$ cat src/rtl/ppfifo_pkg.sv
// Shared ppfifo definitions: read-arbiter state encoding and the default count width.
package ppfifo_pkg;

    localparam int PPFIFO_COUNT_WIDTH = 24;

    typedef enum logic [1:0] {
        ST_IDLE    = 2'd0,
        ST_STREAM  = 2'd1,
        ST_RELEASE = 2'd2
    } ppfifo_read_state_t;

endpackage

$ cat src/rtl/ppfifo_read_arbiter.sv
// Round-robin arbiter draining whole blocks from two ppfifo read ports into one
// valid/ready output stream tagged with the granted source index.
module ppfifo_read_arbiter
    import ppfifo_pkg::*;
#(
    parameter int DATA_WIDTH  = 32,
    parameter int COUNT_WIDTH = PPFIFO_COUNT_WIDTH
) (
    input  logic                   read_clock,
    input  logic                   reset,
    input  logic                   enable,
    input  logic [1:0]             src_ready,
    output logic [1:0]             src_activate,
    output logic [1:0]             src_strobe,
    input  logic [COUNT_WIDTH-1:0] src0_count,
    input  logic [COUNT_WIDTH-1:0] src1_count,
    input  logic [DATA_WIDTH-1:0]  src0_data,
    input  logic [DATA_WIDTH-1:0]  src1_data,
    output logic                   out_valid,
    input  logic                   out_ready,
    output logic [DATA_WIDTH-1:0]  out_data,
    output logic                   out_last,
    output logic                   out_src,
    output logic                   busy,
    output ppfifo_read_state_t     debug_state
);

    ppfifo_read_state_t     state;
    logic                   sel;
    logic                   last_grant;
    logic [COUNT_WIDTH-1:0] remaining;
    logic                   grant_src;
    logic                   streaming;
    logic                   handshake;

    // Both requesting: the source not served last wins; otherwise the lone requester wins.
    always_comb begin
        grant_src = 1'b0;
        if (src_ready == 2'b11) begin
            grant_src = ~last_grant;
        end else begin
            grant_src = src_ready[1];
        end
    end

    // A word transfers in any cycle where out_valid and out_ready are both high;
    // out_valid never depends on out_ready, and a word is held until accepted.
    assign streaming   = (state == ST_STREAM);
    assign out_valid   = streaming && (remaining != '0);
    assign out_last    = streaming && (remaining == COUNT_WIDTH'(1));
    assign handshake   = out_valid && out_ready;
    assign src_strobe  = {sel & handshake, ~sel & handshake};
    assign out_data    = sel ? src1_data : src0_data;
    assign out_src     = sel;
    assign busy        = (state != ST_IDLE);
    assign debug_state = state;

    always_ff @(posedge read_clock or posedge reset) begin
        if (reset) begin
            state        <= ST_IDLE;
            sel          <= 1'b0;
            last_grant   <= 1'b1;
            remaining    <= '0;
            src_activate <= 2'b00;
        end else begin
            case (state)
                ST_IDLE: begin
                    if (enable && (src_ready != 2'b00)) begin
                        state        <= ST_STREAM;
                        sel          <= grant_src;
                        remaining    <= grant_src ? src1_count : src0_count;
                        src_activate <= grant_src ? 2'b10 : 2'b01;
                    end
                end
                ST_STREAM: begin
                    // Count and ready inputs are ignored here; only the latched count drives the block.
                    if (remaining == '0) begin
                        state        <= ST_RELEASE;
                        src_activate <= 2'b00;
                        last_grant   <= sel;
                    end else if (handshake) begin
                        remaining <= remaining - COUNT_WIDTH'(1);
                    end
                end
                ST_RELEASE: begin
                    state <= ST_IDLE;
                end
                default: begin
                    state        <= ST_IDLE;
                    src_activate <= 2'b00;
                end
            endcase
        end
    end

endmodule

$ cat config.mk
export PLATFORM = sky130hd
export DESIGN_NAME = ppfifo_read_arbiter
export DESIGN_NICKNAME = d
export VERILOG_FILES = /design/src/rtl/ppfifo_pkg.sv /design/src/rtl/ppfifo_read_arbiter.sv
export SDC_FILE = /design/constraint.sdc
export NUM_CORES = 1
export LEC_CHECK = 0
export BUFFER_PORTS_ARGS = -buffer_cell sky130_fd_sc_hd__buf_2
export CAP_MARGIN = 20
export CORE_UTILIZATION = 44
export DETAILED_ROUTE_END_ITERATION = 6
export PLACE_DENSITY = 0.82
export SETUP_SLACK_MARGIN = 0.3
export SLEW_MARGIN = 20
export SYNTH_ARGS = -nofsm -noshare
export SYNTH_HDL_FRONTEND = slang
export SYNTH_SLANG_ARGS = --single-unit
$ cat constraint.sdc
create_clock -name read_clock -period 3.1 [get_ports read_clock]
set_input_delay 0.155 -clock read_clock [delete_from_list [all_inputs] [get_ports read_clock]]
set_output_delay 0.155 -clock read_clock [all_outputs]
set_load 0.005 [all_outputs]
== Yosys cells after proc, flatten, opt, wreduce, memory -nomap -nowiden ==
Cells that the tools add are included.
Word-level totals
  memory bits (read-only): 0
  logic and storage cells: 48
  output and inout bits: 42
  bits in registers: 30
  input port bits: 118
  bits in latches: 0
  memories kept: 0
  RAM bits: 0
Cells by class
  reductions and logical operators: 15
  equality and inequality tests: 8
  shift operators: 0
  bitwise operators: 5
  $mul: 0
  div/mod/pow operators: 0
  multiplexer cells: 14
  add/sub/neg operators: 1
  $lt $le $gt $ge: 0
Operators with widths (number)
  24-bit two-way mux: 4
  24-bit case mux with 2 select lines: 1
  32-bit two-way mux: 1
  24-bit by 1-bit == test with 1-bit output, second input constant: 1
  24-bit zero test: 1
  24-bit nonzero test: 1
  24-bit by 1-bit subtractor with 24-bit output, second input constant: 1
  2-bit two-way mux: 5
  2-bit case mux with 3 select lines: 1
  2-bit AND reduction: 3
  2-bit nonzero test: 3
  2-bit == test, second input constant: 2
  1-bit logical AND: 4
  2-bit by 1-bit inequality test with 1-bit output, second input constant: 2
  2-bit inequality test, second input constant: 2
  2-bit case mux with 2 select lines: 1
  4-bit AND reduction: 1
  1-bit NOT: 3
  3-bit AND reduction: 1
  1-bit bitwise AND: 2
  2-bit by 1-bit == test with 1-bit output, second input constant: 1
  2-bit zero test: 1
  1-bit two-way mux: 1

== Longest topological paths before layout ==
  word-level depth: 6
  gate-level depth with buffers: 8
  gate-level depth less buffers: 7

== Worst setup path before layout ==
No wires, ideal clock.
  path kind: flip-flop to flip-flop
  start point: register remaining[4]
  end point: register remaining[19]
  buffers on the path: 1
  data required time: 2.972 ns
  cell stages (with the launch flop): 7
  arrival: 2.166 ns
  slack: 0.806 ns
  clock period less this slack: 2.294 ns
  path through: dfrtp_1 > or4_1 > clkbuf_2 > or4_4 > or4_1 > nand3_1 > o211ai_2
On the way
  cells in the longest elaborated chain, start to end: 5
  elaborated cells on any way between the ends: 11
  those cells by class: add/sub (1); eq/ne (2); mux (3); reduce/logical (5)
Ends and longest elaborated chain
  start, declared: line ppfifo_read_arbiter.sv:31  | logic [COUNT_WIDTH-1:0] remaining;
  start signal, assigned: line ppfifo_read_arbiter.sv:71  | remaining <= grant_src ? src1_count : src0_count;
  start signal, assigned: line ppfifo_read_arbiter.sv:82  | remaining <= remaining - COUNT_WIDTH'(1);
  parallel branches: the longest is 5 deep, another holds 24-bit by 1-bit subtractor with 24-bit output
Several ways; the timed one is not identified. The select of a mux whose other input is x is not followed.
A chain may end at the register's enable or synchronous reset.

== Worst setup path in the final report ==
  start point: register remaining[4]
  end point: output port src_strobe[0]
On the way
  cells in the longest elaborated chain, start to end: 4
Ends and longest elaborated chain
  24-bit nonzero test: line ppfifo_read_arbiter.sv:49  | assign out_valid = streaming && (remaining != '0);
  1-bit logical AND: line ppfifo_read_arbiter.sv:49
  1-bit logical AND: line ppfifo_read_arbiter.sv:51  | assign handshake = out_valid && out_ready;
  1-bit bitwise AND: line ppfifo_read_arbiter.sv:52  | assign src_strobe = {sel & handshake, ~sel & handshake};
  end, declared: line ppfifo_read_arbiter.sv:14  | output logic [1:0] src_strobe,
Every way passes these cells.

==> results.json <==
{
  "power.density_mw_per_mm2": 414,
  "cp_data_required_time_ns": 2.94,
  "worstSetupPathType": "flip-flop to output pin",
  "critPathLaunch": "remaining[4]",
  "tightest_slew_ns": 0.643,
  "setup_viol": 0,
  "cts_inserted_buffers": 5,
  "port_buffers": 159,
  "nets": 593,
  "wire_per_inst_um": 17.3,
  "drive_above_1_share_pct": 45.8,
  "clkTransAtPathRegs_ns": 0.07,
  "power_frac_comb_pct": 36.3,
  "hold_start": "src0_count[20]",
  "totalWireLength_um": 9450,
  "seq_power_share_pct": 43.1,
  "die_x_um": 78.6,
  "hold_viol_final": 0,
  "drt-initial-drc-count": 260,
  "switchingPower_w": 0.000524,
  "ys_seq_elements": 30,
  "p_sw_share_pct": 35.8,
  "synthTopCellsByArea": "dfrtp_1 28%, mux2_2 14%, nand2_1 6.0%",
  "cts_setup_buffers": 0,
  "timing.rr.start": "remaining[4]",
  "synth.top_cell.area_share_pct": 28.1,
  "whs_path_depth": 5,
  "design_area_mm2": 0.00353,
  "syn_nets": 442,
  "coreArea_mm2": 0.00557,
  "yosysWarnings": 0,
  "vias": 3191,
  "io_pins": 160,
  "worstPathMaxFanout": 26,
  "overflow": 0,
  "final_antenna_net_count": 0,
  "vias_per_cell": 5.83,
  "rows": 27,
  "setup_tns_ns": 0,
  "max_freq_mhz": 397,
  "fin_crit_ns": 2.52,
  "ys.flop_type": "dfrtp_1",
  "syn_inst": 321,
  "seq_area_frac_synth_pct": 29.1,
  "rr_endpoint": "remaining[23]",
  "max-cap-violations": 0,
  "gp_congestion": 0.900,
  "synth.most_common_cell": "nand2_1",
  "htree_num_levels": 2,
  "holdPathEnd": "remaining[20]",
  "hpwl_um": 7290,
  "skew_ns": 0.00784,
  "synthArstFlopShare_pct": 100,
  "grt_max_degree": 31,
  "rrSetupSlack_ns": 0.64,
  "grt_pass1_wl_um": 14600,
  "clk_path_buf_depth": 2,
  "grt_use_total_pct": 30.7,
  "leakagePower_nw": 1.64,
  "antenna_found_initial": 4,
  "cts_sinks": 30,
  "final_max_slew_viol_count": 0,
  "status": "completed",
  "r2r_cells": 6,
  "post-route-period-util_pct": 81.3,
  "syn_avg_cell_area_um2": 8.04,
  "pwr-share-clk_pct": 20.6,
  "grt_pass1_vias": 2940,
  "synth_top_family_by_area": "compound AO/OA/AOI/OAI gates",
  "synth_common_cells": "41 x nand2_1, 34 x nor2_1, 33 x mux2_2, 30 x a21oi_1, 29 x dfrtp_1",
  "rsz0062_at_grt": "no",
  "clk_latency_ns": 0.28,
  "synth_compound_area_share_pct": 24.7,
  "placed_area_mm2": 0.00344,
  "clock_tree.root_cell": "clkbuf_8",
  "cts_tree": "built",
  "synthesis.area_mm2": 0.00258,
  "drc": 0,
  "hp-class": "input port to flip-flop",
  "dr.pass1.iters": 5,
  "synth_edf_count": 0,
  "synthToLayoutAreaGrowth_pct": 36.8,
  "synthSimpleGateAreaFrac_pct": 23.2,
  "synth_fa_ha_area_share_pct": 1.45,
  "start_kind": "flip-flop",
  "start_util_pct": 46.3,
  "synth_xor_xnor_area_share_pct": 0,
  "p_int_w": 0.000938,
  "yosysTopAreaCell": "dfrtp_1",
  "synth_mux_area_share_pct": 16.7,
  "die_area_mm2": 0.00617,
  "yosys.cell_types.count": 46,
  "end_kind": "output pin",
  "die_h_um": 78.6,
  "ir_drop_mv": 0.350,
  "cp_data_arrival_time_ns": 2.36,
  "slew-limit-headroom_pct": 57.1
}
-- kinds of logic after synthesis --
group,after synthesis
compound gates,92
simple gates,126
mux,39
buf+inv,31
flops,30
fa+ha+maj,3
-- per-layer routing --
layer  routed length (um)  track usage [%]
met1                 3430             32.5
met2                 4800             55.2
met3                  901             9.77
met4                  311             13.9
met5                    0                0
-- worst max-delay path by stage --
stage                          to  slack, ns  cells past startpoint
finish              src_strobe[0]       0.58                      6
global route        src_strobe[0]       0.39                      6
CTS                 remaining[23]       0.53                      6
detailed placement  remaining[17]       0.53                      6
global placement    remaining[17]       0.67                      6
floorplan           remaining[19]       0.81                      6
-- stage by stage --
stage / utilization (%) / setup WS, ns / std cells / total power (W) / hold WS [ns]
floorplan: - / 0.806 / 321 / 0.000923 / 0.245
global placement: 61.6 / 0.666 / 536 / 0.00113 / 0.251
detailed placement: 61.6 / 0.530 / 536 / 0.00116 / 0.262
CTS: 63.2 / 0.533 / 544 / 0.00146 / 0.293
global route: 63.3 / 0.392 / 547 / 0.00155 / 0.303
finish: 63.3 / 0.581 / 547 / 0.00146 / 0.297
-- layout by cell type (no fill, tap or decap), drive strengths merged, types with 6 or more instances in the layout --
cell type / instances
mux2i: 6
nor3: 11
o211ai: 8
nand3: 6
nor4: 7
a21oi: 30
o21ai: 7
nor2: 34
a32oi: 10
a31oi: 10
clkbuf: 7
buf: 169
mux2: 33
nand2: 41
o22a: 15
and3: 7
dfrtp: 29
or4: 7
-- critical path, stage by stage (launching register included) --
cell and delay [ns]:
dfrtp_1 0.45, nor4_1 0.49, nand4_1 0.35, o211ai_2 0.26, buf_4 0.32, nor2_1 0.06, buf_2 0.15
-- power groups by stage --
stage / Combinational [W] / Clock [W] / Sequential (W)
2_1_floorplan: 0.000341 / 0 / 0.000581
3_3_place_gp: 0.000516 / 0 / 0.000615
3_5_place_dp: 0.000530 / 0 / 0.000629
4_1_cts: 0.000534 / 0.000304 / 0.000623
5_1_grt: 0.000587 / 0.000320 / 0.000645
6_report: 0.000531 / 0.000302 / 0.000629
-- flip-flops by register name, summed over array words and instances, names as in the netlist --
signal and cells:
out_src 1, src_activate 2, remaining 24, last_grant 1
debug_state 2
-- final cells by class --
type,count,area (um^2)
fillers,496,2040
multi-input cells,260,1700
repair buffers,170,881
flip-flops and latches,30,752
well taps,72,90.1
clock buffers,7,76.3
inverters,5,18.8
diodes,3,7.51
-- timing repair --
item,CTS,global route
setup endpoints to repair,0,5
resized for setup,0,1
hold endpoints to repair,29,0
hold buffers,1,0
Power figures use the tool's default switching activity.
